$ cat config.mk
export PLATFORM = sky130hd
export DESIGN_NAME = ram_dual_read_clear
export DESIGN_NICKNAME = d
export VERILOG_FILES = /design/src/rtl/ram_dual_read_clear.sv
export SDC_FILE = /design/constraint.sdc
export NUM_CORES = 1
export LEC_CHECK = 0
export BUFFER_PORTS_ARGS = -buffer_cell sky130_fd_sc_hd__buf_2
export CAP_MARGIN = 25
export CORE_MARGIN = 8
export CORE_UTILIZATION = 35
export CTS_CLUSTER_DIAMETER = 80
export DETAILED_ROUTE_END_ITERATION = 16
export GPL_ROUTABILITY_DRIVEN = 0
export PLACE_DENSITY_LB_ADDON = 0.25
export SETUP_SLACK_MARGIN = 0.1
export SLEW_MARGIN = 30
export SYNTH_ARGS = -nofsm -noshare
export SYNTH_HDL_FRONTEND = slang
export SYNTH_SLANG_ARGS = --single-unit
export TNS_END_PERCENT = 5
$ cat constraint.sdc
create_clock -name Clock -period 2.5 [get_ports Clock]
set_input_delay 0.125 -clock Clock [delete_from_list [all_inputs] [get_ports Clock]]
set_output_delay 0.125 -clock Clock [all_outputs]
set_load 0.05 [all_outputs]
$ cat src/rtl/ram_dual_read_clear.sv
// ram_dual_read_clear
// Simple-dual-port RAM: one write port, two independent synchronous read
// ports (A, B). Adds a selectable read latency (1 or 2), an optional
// write-first bypass, out-of-range address detection and a clear sequencer
// that zeroes the whole array on request (and optionally on reset).
//
// Ports:
//   Clock          - single clock, all state on the rising edge
//   Reset          - synchronous, active-high
//   iClear         - request an array clear sweep (honoured only in IDLE)
//   iWriteEnable   - write strobe
//   iWriteAddress  - write address
//   iDataIn        - write data
//   iReadAddressA  - read address, port A
//   iReadAddressB  - read address, port B
//   oDataOutA      - registered read data, port A
//   oDataOutB      - registered read data, port B
//   oBusy          - high while the clear sweep runs (MEM_SIZE cycles)
//   oAddrError     - one-cycle pulse: illegal address used on previous edge
module ram_dual_read_clear #(
  parameter int DATA_WIDTH     = 8,
  parameter int ADDR_WIDTH     = 10,
  parameter int MEM_SIZE       = 10,
  parameter int READ_LATENCY   = 1,
  parameter int BYPASS         = 1,
  parameter int CLEAR_ON_RESET = 1
) (
  input  logic                  Clock,
  input  logic                  Reset,
  input  logic                  iClear,
  input  logic                  iWriteEnable,
  input  logic [ADDR_WIDTH-1:0] iWriteAddress,
  input  logic [DATA_WIDTH-1:0] iDataIn,
  input  logic [ADDR_WIDTH-1:0] iReadAddressA,
  input  logic [ADDR_WIDTH-1:0] iReadAddressB,
  output logic [DATA_WIDTH-1:0] oDataOutA,
  output logic [DATA_WIDTH-1:0] oDataOutB,
  output logic                  oBusy,
  output logic                  oAddrError
);

  // Index width covers exactly MEM_SIZE entries; addresses are range-checked
  // on the full width before the truncated index is ever used.
  localparam int IDX_W = (MEM_SIZE > 1) ? $clog2(MEM_SIZE) : 1;
  // One extra bit so MEM_SIZE == 2**ADDR_WIDTH is representable.
  localparam logic [ADDR_WIDTH:0]   SIZE_C = (ADDR_WIDTH+1)'(MEM_SIZE);
  localparam logic [ADDR_WIDTH-1:0] LAST_C = ADDR_WIDTH'(MEM_SIZE - 1);

  typedef enum logic {IDLE, CLEAR} state_t;

  state_t                  state_q, state_d;
  logic [ADDR_WIDTH-1:0]   cnt_q, cnt_d;
  logic                    busy_q, busy_d;
  logic                    err_q;
  logic                    wr_ok;
  logic [DATA_WIDTH-1:0]   mem [MEM_SIZE];
  logic [DATA_WIDTH-1:0]   rd_a_p0, rd_b_p0;

  function automatic logic addr_ok(input logic [ADDR_WIDTH-1:0] a);
    return {1'b0, a} < SIZE_C;
  endfunction

  // Value a read port captures this edge: zero while sweeping or when the
  // address is illegal; the incoming write data on a same-address hit when
  // write-first is selected; otherwise the stored (pre-write) word.
  function automatic logic [DATA_WIDTH-1:0] read_port(input logic [ADDR_WIDTH-1:0] a);
    if (state_q != IDLE || !addr_ok(a))
      return '0;
    if (BYPASS != 0 && wr_ok && a == iWriteAddress)
      return iDataIn;
    return mem[a[IDX_W-1:0]];
  endfunction

  assign wr_ok = (state_q == IDLE) && iWriteEnable && addr_ok(iWriteAddress);

  // Clear sequencer: next-state logic
  always_comb begin
    state_d = state_q;
    cnt_d   = cnt_q;
    busy_d  = busy_q;
    case (state_q)
      IDLE: begin
        if (iClear) begin
          state_d = CLEAR;
          cnt_d   = '0;
          busy_d  = 1'b1;
        end
      end
      CLEAR: begin
        cnt_d = cnt_q + 1'b1;
        if (cnt_q == LAST_C) begin
          state_d = IDLE;
          busy_d  = 1'b0;
        end
      end
      default: begin
        state_d = IDLE;
        busy_d  = 1'b0;
      end
    endcase
  end

  always_ff @(posedge Clock) begin
    if (Reset) begin
      state_q <= (CLEAR_ON_RESET != 0) ? CLEAR : IDLE;
      cnt_q   <= '0;
      busy_q  <= (CLEAR_ON_RESET != 0);
    end else begin
      state_q <= state_d;
      cnt_q   <= cnt_d;
      busy_q  <= busy_d;
    end
  end

  // Array write: sweep has priority; external writes only land in IDLE.
  // Nothing is written on a reset edge.
  always_ff @(posedge Clock) begin
    if (!Reset) begin
      if (state_q == CLEAR)
        mem[cnt_q[IDX_W-1:0]] <= '0;
      else if (wr_ok)
        mem[iWriteAddress[IDX_W-1:0]] <= iDataIn;
    end
  end

  // Stage p0: registered read and address-error flag
  always_ff @(posedge Clock) begin
    if (Reset) begin
      rd_a_p0 <= '0;
      rd_b_p0 <= '0;
      err_q   <= 1'b0;
    end else begin
      rd_a_p0 <= read_port(iReadAddressA);
      rd_b_p0 <= read_port(iReadAddressB);
      err_q   <= (state_q == IDLE) &&
                 ((iWriteEnable && !addr_ok(iWriteAddress)) ||
                  !addr_ok(iReadAddressA) || !addr_ok(iReadAddressB));
    end
  end

  // Stage p1: optional extra output register
  generate
    if (READ_LATENCY == 2) begin : g_lat2
      logic [DATA_WIDTH-1:0] rd_a_p1, rd_b_p1;
      always_ff @(posedge Clock) begin
        if (Reset) begin
          rd_a_p1 <= '0;
          rd_b_p1 <= '0;
        end else begin
          rd_a_p1 <= rd_a_p0;
          rd_b_p1 <= rd_b_p0;
        end
      end
      assign oDataOutA = rd_a_p1;
      assign oDataOutB = rd_b_p1;
    end else begin : g_lat1
      assign oDataOutA = rd_a_p0;
      assign oDataOutB = rd_b_p0;
    end
  endgenerate

  assign oBusy      = busy_q;
  assign oAddrError = err_q;

endmodule
After elaboration in Yosys (flattened, before gate mapping)
Memories as Yosys holds them, arrays and structs flattened.
Cells that the tools add are included.

word-level totals
  output and inout bits = 18
  register bits after elaboration = 29
  memories kept = 1
  word-level logic and storage cells = 68
  memory bits (writable) = 80

operators by class
  reduce and logical (&&, ||, !) cells = 15
  add/subtract/negate cells = 1
  multiplexer cells = 36
  bitwise gates (word level) = 1
  order comparisons = 3
  eq/ne operators = 5

memory list
  memory  depth  bits a word  rd ports  clocked after Yosys merged registers in  wr ports  RTL line  source
  mem     10     8            2         0                                        1         56        logic [DATA_WIDTH-1:0] mem [MEM_SIZE];

operators by type and width
  kind                     number
  $mux W8                  9
  $lt A10 B4 Y1 const B    3
  $mux W1                  22
  $eq A10 B10 Y1           2
  $pmux W10 S2             1
  $add A10 B1 Y10 const B  1
  $eq A10 B4 Y1 const B    1
  $mux W10                 1
  $reduce_or A8 Y1         1
  $logic_and A1 B1 Y1      6
  $logic_or A1 B1 Y1       4
  $mux W4                  1
  $pmux W1 S2              2
  $logic_not A1 Y1         3
  $ne A2 B1 Y1 const B     1
  $ne A2 B2 Y1 const B     1
  $reduce_and A2 Y1        1
  $not A1 Y1               1

Logic depth before layout (Yosys ltp)
Gate-level depths: netlist (run 1).

  depth in word-level cells = 9
  mapped depth = 8
  gate-level depth less buffers = 5

Worst setup path after synthesis (run 1)
No wires, ideal clock.

  path kind = register to register
  start = reg state_q
  end = mem mem[8][0] (enable)
  slack = 372 ps
  required time = 2,116 ps
  data arrival time = 1,744 ps
  stages on the path, launching flop included = 7
  setup time = 384 ps
  path through = dfxtp_1 -> clkbuf_1 -> nor2_1 -> nand3_1 -> nor2b_1 -> nand2_1 -> o21ai_0

on the way
  word-level cells in the longest chain between the ends = 9

ends and longest elaborated chain
  item                                                 RTL line  source
  start: declaration                                   51        state_t state_q, state_d;
  start signal: assignment                             105       state_q <= (CLEAR_ON_RESET != 0) ? CLEAR : IDLE;
  start signal: assignment                             109       state_q <= state_d;
  $not A1 Y1                                           -
  $logic_and A1 B1 Y1 (2 in series)                    74        assign wr_ok = (state_q == IDLE) && iWriteEnable && addr_ok(iWriteAddress);
  $mux W1                                              121       else if (wr_ok)
  $mux W1                                              119       if (state_q == CLEAR)
  $mux W1                                              118       if (!Reset) begin
  $mux W1 (implied by the code)                        122       mem[iWriteAddress[IDX_W-1:0]] <= iDataIn;
  $reduce_or A8 Y1 (no source line)                    -
  $mux W4 (no source line) or $mux W1 (tied branches)  -
  end: declaration                                     56

Parallel ways exist; a longest one is shown, timed or not.

Worst setup path in the final report (run 1)
  start = reg state_q
  end = mem mem[7][0] (enable)

The elaborated chain is that of the path after synthesis.

==> flow_summary.toml, run 1 <==
[status]
status = "completed"

[logic_synthesis]
yosys.area.top_type_share = 0.4413
synthTopCellsByArea = "edfxtp_1, dfxtp_1, mux4_2, mux2_2, xnor2_1"
synth_edf_count = 80
async_flop_share = 0
synth_area_um2 = 5444
ys_ff_latch = 109
seq_area_frac_synth = 0.5479
synth_flop_cell = "edfxtp_1"
syn_avg_cell_area_um2 = 12.54
synth_largest_area_cell = "edfxtp_1"
synthCells = 434
yosys_warnings = 0
synth_fp_nets = 478
synth_cell_types = 44

[grt]
overflow = 0
grt_max_degree = 30
grt_pass1_wl_mm = 20.62
grtUsageTotal = 0.1361
antenna_found_initial = 0
grt_pass1_vias = 3699

[worst_setup_path]
reg2reg_depth = 5
r2r-end = "mem[7][0]"
path_buf_inv = 0
slowest_stage = "nor2_1"
path_delay_family = "simple AND/OR/NAND/NOR gates"
r2r_slack_ns = 0.37
start_kind = "register"
crit_chain = "nor2_1 > nand3_1 > nor2b_1 > a31oi_1 > nor2_1"
critPathKind = "register to register"
cp.arrival_ns = 2.11
crit_fanout = 8
r2r_start = "state_q"
timing.critical_path.mode_cell = "nor2_1"
required_ns = 2.48
cpPeakStageDelay_ns = 0.58
cp-end-kind = "register"

[sta]
hold_viol = 0
tightest_slew_ns = 0.7337
setup_ws_ns = 0.3725
setup_tns_ns = 0
rsz0062_at_grt = "false"
period_needed_ns = 2.128
hold_ws_ns = 0.02435
fmax_mhz = 470.0
max_slew_margin = 0.5090
finalSetupViolCount = 0
period_share = 0.8510
slew_violations = 0
fin_worst_skew_ns = 0.008922

[floorplanning]
die_area_um2 = 19800
core_area_um2 = 15200
fp.dieH_um = 140.7
ios = 60
fp.dieW_um = 140.7
initial_utilization = 0.3581
rows = 45

[drt]
drt_iter0_markers = 331
antenna_left = 0
drt-total-wl_mm = 13.45
drc_errors = 0
viasPerCell = 5.447
first_pass_iters = 4
wl_per_cell_um = 19.40
vias = 3775

[run]
maxCapViolCount = 0

[placement]
hpwl_mm = 10.06
io_buffers = 59
post-place-ws_ns = 0.2654
dpl_cell_area_um2 = 6050

[finish]
drive_gt1_frac = 0.2990
syn2layout_area_growth_pct = 16.48
nets = 544
final_area_um2 = 6341
diodes = 0
layout_commonest_cell = "edfxtp_1"
final_cell_mix = "edfxtp_1, buf_2, nor2_1, mux2_2, dfxtp_1"

[clock_tree]
cts_resized = 0
post_cts_buffers = 0
clock_sinks = 109
path_clk_slew_ns = 0.07
hold_buffers = 0
root_buffer = "clkbuf_16"
cts_htree_levels = 3
clk_latency_ns = 0.35
cts_tree = "built"
clockBufferDepth = 2
cts_buffers = 9

[hold_path]
hold_path_depth = 3
worstHoldEndpoint = "oDataOutB[0]"
hold_path_class = "primary input to register"
min-delay-start = "iDataIn[0]"

[pwr]
pwr_density_cell_nw_per_um2 = 583.8
leakagePower_nw = 2.030
peakVddDrop_mv = 0.3202
p_total_mw = 3.702
-- worst max path at each step --
stage,startpoint,cells after the start,to
final,state_q,5,mem[7][0]
after global routing,state_q,5,mem[7][5]
after CTS,state_q,5,mem[7][0]
after detailed placement,iWriteAddress[4],6,mem[7][7]
after global placement,iWriteAddress[9],6,mem[7][2]
after floorplan,state_q,6,mem[8][0]
-- worst reg2reg max path: cells and delay by family (launching register included) --
family           cells  cell delay (ns)
AO/OA/AOI/OAI        1             0.16
flip-flops           1             0.31
AND/OR/NAND/NOR      4             1.28
-- cells by family (layout without fill, tap and decap cells) --
group                      Yosys count  in the layout  share of synthesized area
AOI/OAI and AO/OA                   74             74                    0.09101
xor gates and xnor gates            20             20                    0.03218
adders and majority gates            2              2                   0.004596
buffers and inverters               32            103                    0.02459
DFF                                109            109                     0.5479
muxes                               68             68                     0.1740
and+or+nand+nor                    129            129                     0.1257
-- routing by layer --
layer	up-vias	GRT usage	share of wire
met1	1847	0.1697	0.44
met4	0	0.05260	0.019
li1	1820	-	-
met5	-	0	0
met2	91	0.2270	0.49
met3	17	0.02836	0.052
-- through the flow --
step                instances  utilization
floorplan                 434            -
global placement          677       0.3979
detailed placement        677       0.3979
CTS                       693       0.4171
global route              693       0.4171
finish                    693       0.4171
-- area by class of cell --
cell class              instances  area (um2)
fillers                      1414        8861
flip-flops and latches        109        2983
multi-input cells             293        2327
repair buffers                 80       478.0
well taps                     188       235.2
clock buffers                   9       225.2
clock inverters                 7       66.31
inverters                       7       26.28
-- report_power, final --
part / switching [mW] / total [mW] / internal [mW]
combinational: 0.183 / 0.339 / 0.155
sequential: 0.0231 / 1.98 / 1.96
clock: 0.683 / 1.38 / 0.700
-- cell usage after synthesis (3+ instances only) --
cell type	n
a211oi_1	11
o21ai_0	5
o211ai_1	10
clkbuf_1	13
nor3_1	8
nor2_1	34
nand4_1	10
buf_2	7
nor3b_1	3
buf_1	3
nor4_1	3
nor2b_1	10
mux2i_1	17
nand2_1	28
dfxtp_1	29
inv_1	7
xnor2_1	20
and2_1	6
nand3_1	7
a21oi_1	22
o22ai_1	7
a2111oi_0	14
mux4_2	18
mux2_2	32
nand2b_1	4
edfxtp_1	80
-- state kept, by name, indices dropped and copies added, names as in the netlist --
name        cells
mem            80
cnt_q          10
oDataOutA       8
oDataOutB       8
oAddrError      1
oBusy           1
state_q         1
(Power assumes the default switching activity.)
==> run 2: changes to the inputs <==
- CORE_ASPECT_RATIO: not set -> 2
==> run 2 against run 1 <==
Against the previous run: first-iteration DRC count decreased by 42%; worst setup slack improved by 0.043 ns; cell area increased by 0.65%; global-route usage rose by 0.52 points; combinational power barely moved; die area rose by 1.2%; sequential power barely moved; sequential share of layout area shrank 0.30 points.
==> flow_summary.toml, run 2 (same netlist as run 1, synthesis figures left out) <==
[pwr]
leakagePower_nw = 2.043
pwr_density_cell_nw_per_um2 = 584.6
p_total_mw = 3.731
peakVddDrop_mv = 0.3037

[sta]
max_slew_margin = 0.5086
finalSetupViolCount = 0
period_share = 0.8338
slew_violations = 0
rsz0062_at_grt = "false"
hold_viol = 0
fin_worst_skew_ns = 0.007365
fmax_mhz = 479.7
period_needed_ns = 2.084
tightest_slew_ns = 0.7344
setup_tns_ns = 0

[finish]
largest_register_ffs = 80
syn2layout_area_growth_pct = 17.24
drive_gt1_frac = 0.3031
nets = 547
fill_cells = 1431
diodes = 0
final_area_um2 = 6382
layout_commonest_cell = "edfxtp_1"
final_cell_mix = "edfxtp_1, buf_2, nor2_1, mux2_2, dfxtp_1"

[worst_setup_path]
start_kind = "register"
r2r_slack_ns = 0.42
r2r_start = "state_q"
critPathKind = "register to register"
required_ns = 2.48
cp.arrival_ns = 2.07
crit_fanout = 8
cp-end-kind = "register"
reg2reg_depth = 6
r2r-end = "mem[4][6]"

[floorplanning]
rows = 64
core_area_um2 = 15290
ios = 60
fp.dieH_um = 192.4
initial_utilization = 0.3559
die_area_um2 = 20040
fp.dieW_um = 104.2

[clock_tree]
cts_tree = "built"
clockBufferDepth = 2
cts_resized = 0
path_clk_slew_ns = 0.08
clk_latency_ns = 0.35
cts_htree_levels = 3
cts_buffers = 9
root_buffer = "clkbuf_16"
hold_buffers = 0
clock_sinks = 109
post_cts_buffers = 0

[drt]
first_pass_iters = 4
drc_errors = 0
viasPerCell = 5.390
drt-total-wl_mm = 13.96
antenna_left = 0
drt_iter0_markers = 191
vias = 3805
wl_per_cell_um = 19.77

[run]
maxCapViolCount = 0

[grt]
antenna_found_initial = 0
grtUsageTotal = 0.1413
overflow = 0
grt_pass1_wl_mm = 21.72
grt_max_degree = 30
grt_pass1_vias = 4069

[hold_path]
min-delay-start = "iDataIn[6]"
hold_path_depth = 3
worstHoldEndpoint = "oDataOutB[6]"
hold_path_class = "primary input to register"

[status]
status = "completed"

[placement]
hpwl_mm = 10.65
io_buffers = 59
dpl_cell_area_um2 = 6085
run 2: changes by cell type in the layout (fill, tap and decap cells not counted), sizes merged:
cell	before	now
buf	80	83
clkinv	2	1
inv	11	12
run 2: layout make-up:
| type | instances | area, um2 | area share |
|---|---|---|---|
| clock inverters | 7 | 72.57 | 0.01137 |
| repair buffers | 83 | 500.5 | 0.07842 |
| well taps | 198 | 247.7 | 0.03882 |
| inverters | 7 | 26.28 | 0.004117 |
| flip-flops and latches | 109 | 2983 | 0.4674 |
| clock buffers | 9 | 225.2 | 0.03529 |
| multi-input cells | 293 | 2327 | 0.3646 |
run 2: metrics by stage:
stage | util | std cells | worst slack (ns) | hold slack [ns]
2_1_floorplan | - | 434 | 0.3721 | 0.2445
3_3_place_gp | 0.3978 | 690 | 0.2965 | 0.3831
3_5_place_dp | 0.3978 | 690 | 0.2415 | 0.3888
4_1_cts | 0.4173 | 706 | 0.3714 | 0.01035
5_1_grt | 0.4173 | 706 | 0.2083 | 0.04761
6_report | 0.4173 | 706 | 0.4155 | 0.02379
run 2: worst max-delay path by stage:
stage                startpoint  slack, ns        end
6_report                state_q       0.42  mem[4][6]
5_1_grt                 state_q       0.21  mem[4][6]
4_1_cts                 state_q       0.37  mem[4][6]
3_5_place_dp   iWriteAddress[9]       0.24  mem[4][3]
3_3_place_gp   iWriteAddress[4]       0.30  mem[6][4]
2_1_floorplan           state_q       0.37  mem[8][0]
run 2: power by group:
part / leakage, nW / internal, mW / switching [mW] / total, mW
sequential: 0.856 / 1.96 / 0.0229 / 1.98
clock: 0.144 / 0.710 / 0.701 / 1.41
combinational: 1.04 / 0.157 / 0.184 / 0.341
run 2: layer usage:
metal | GRT usage | routed length (um)
met1 | 0.1335 | 5012
met2 | 0.2806 | 8102
met3 | 0.02308 | 368
met4 | 0.07684 | 473
met5 | 0 | 0
run 2: worst max-delay path, cell delays in order (launching register included):
cell	delay, ns
dfxtp_1	0.34
nor2_1	0.21
nand4_1	0.16
buf_4	0.19
nor3_1	0.18
a21oi_1	0.10
nor2_1	0.54
==> run 3: changes to the inputs <==
- clock period: 2.5 -> 2.15 ns (I/O delays scaled with it)
==> run 3 against run 2 <==
Against the previous run: cell count up 2.5%; via count rose by 0.92%; power up 18%; clock skew about the same; clock power increased by 18%; maximum frequency increased by 9.5%; sequential power rose by 16%; cell area rose by 2.4%; global-route usage up 0.17 points; utilization grew 1.0 points; worst hold slack worse by 0.0066 ns; sequential share of layout area shrank 1.1 points; critical endpoint is now oDataOutA[6].
==> flow_summary.toml, run 3 (same netlist as run 1, synthesis figures left out) <==
[status]
status = "completed"

[sta]
hold_ws_ns = 0.01717
max_slew_margin = 0.6056
rsz0062_at_grt = "false"
fmax_mhz = 525.3
finalSetupViolCount = 0
tightest_slew_ns = 0.5894
period_needed_ns = 1.904
fin_worst_skew_ns = 0.007145
slew_violations = 0
period_share = 0.8854
hold_viol = 0

[drt]
viasPerCell = 5.304
first_pass_iters = 4
drt-total-wl_mm = 14.23
vias = 3840
wl_per_cell_um = 19.65
antenna_left = 0
drt_iter0_markers = 183
drc_errors = 0

[grt]
grt_pass1_wl_mm = 22.14
grtUsageTotal = 0.1430
antenna_found_initial = 0
grt_pass1_vias = 4148
overflow = 0
grt_max_degree = 30

[finish]
fill_cells = 1437
diodes = 0
syn2layout_area_growth_pct = 20.06
largest_register_ffs = 80
final_cell_mix = "edfxtp_1, buf_2, buf_4, mux2_2, nor2_1"
nets = 565
layout_commonest_cell = "edfxtp_1"
drive_gt1_frac = 0.3384
final_area_um2 = 6536

[floorplanning]
core_area_um2 = 15290
ios = 60
fp.dieH_um = 192.4
initial_utilization = 0.3559
rows = 64
fp.dieW_um = 104.2
die_area_um2 = 20040

[clock_tree]
cts_buffers = 9
clock_sinks = 109
post_cts_buffers = 0
path_clk_slew_ns = 0.07
cts_tree = "built"
root_buffer = "clkbuf_16"
clockBufferDepth = 2
clk_latency_ns = 0.34
cts_htree_levels = 3

[pwr]
leakagePower_nw = 2.135
pwr_density_cell_nw_per_um2 = 671.4
peakVddDrop_mv = 0.3658

[worst_setup_path]
required_ns = 2.42
start_kind = "register"
cp.arrival_ns = 2.17
path_buf_inv = 1
crit_fanout = 17
cpPeakStageDelay_ns = 0.62
cp-end-kind = "register"
slowest_stage = "or4_4"
path_delay_family = "simple AND/OR/NAND/NOR gates"
crit_chain = "buf_4 > nand4b_2 > or4_4 > mux2_1 > nor2_1"
critPathKind = "register to register"

[run]
maxCapViolCount = 0

[hold_path]
hold_path_class = "primary input to register"

[placement]
hpwl_mm = 10.88
io_buffers = 59
dpl_cell_area_um2 = 6220
==> run 3: final cells by class <==
class	count	area, um2	share of cell area
repair buffers	101	635.6	0.09724
inverters	7	26.28	0.004020
well taps	198	247.7	0.03790
multi-input cells	293	2346	0.3589
flip-flops and latches	109	2983	0.4564
clock inverters	7	72.57	0.01110
clock buffers	9	225.2	0.03446
==> run 3: worst reg2reg max path: cells and delay by family, from the launching register on <==
family / cells / cell delay [ns]
DFF: 1 / 0.31
and+or+nand+nor: 3 / 1.00
buffers and inverters: 1 / 0.18
muxes: 1 / 0.33
==> run 3: timing repair <==
| action | in CTS | in global routing |
|---|---|---|
| endpoints found under the setup margin | 1 | 91 |
| resized for setup | 1 | 6 |
| hold buffers | 0 | 0 |
==> run 3: path summary, 6_finish.rpt <==
check	slack, ns	depth (start not counted)	startpoint	endpoint
worst max-delay path	0.25	5	state_q	oDataOutA[6]
worst min-delay path	0.02	3	iDataIn[6]	oDataOutB[6]
worst max register to register	0.25	5	state_q	oDataOutA[6]
worst min register to register	0.48	2	cnt_q[9]	cnt_q[9]
==> run 3: power by group <==
group | switching (mW) | internal [mW]
sequential | 0.0269 | 2.28
combinational | 0.223 | 0.201
clock | 0.752 | 0.910
==> run 3: through the flow <==
step	std cells	power [mW]	TNS [ns]	util	setup WS, ns
final	724	4.389	0	0.4274	0.2463
after global placement	708	2.763	0	0.4067	0.02693
after CTS	724	4.428	0	0.4264	0.1252
after global routing	724	4.550	0	0.4274	0.1279
after detailed placement	708	2.772	-0.09056	0.4067	-0.07204
after floorplan	434	2.593	0	-	0.1500
==> run 3: per-layer routing <==
metal  track usage  part of all wire  wire length (um)  vias to the layer above
met5             0                 0                 0                        -
met4       0.07235             0.028               403                        0
met3       0.02308             0.027               384                       24
met2        0.2864              0.59              8344                       63
met1        0.1353              0.36              5095                     1905
li1              -                 -                 -                     1848
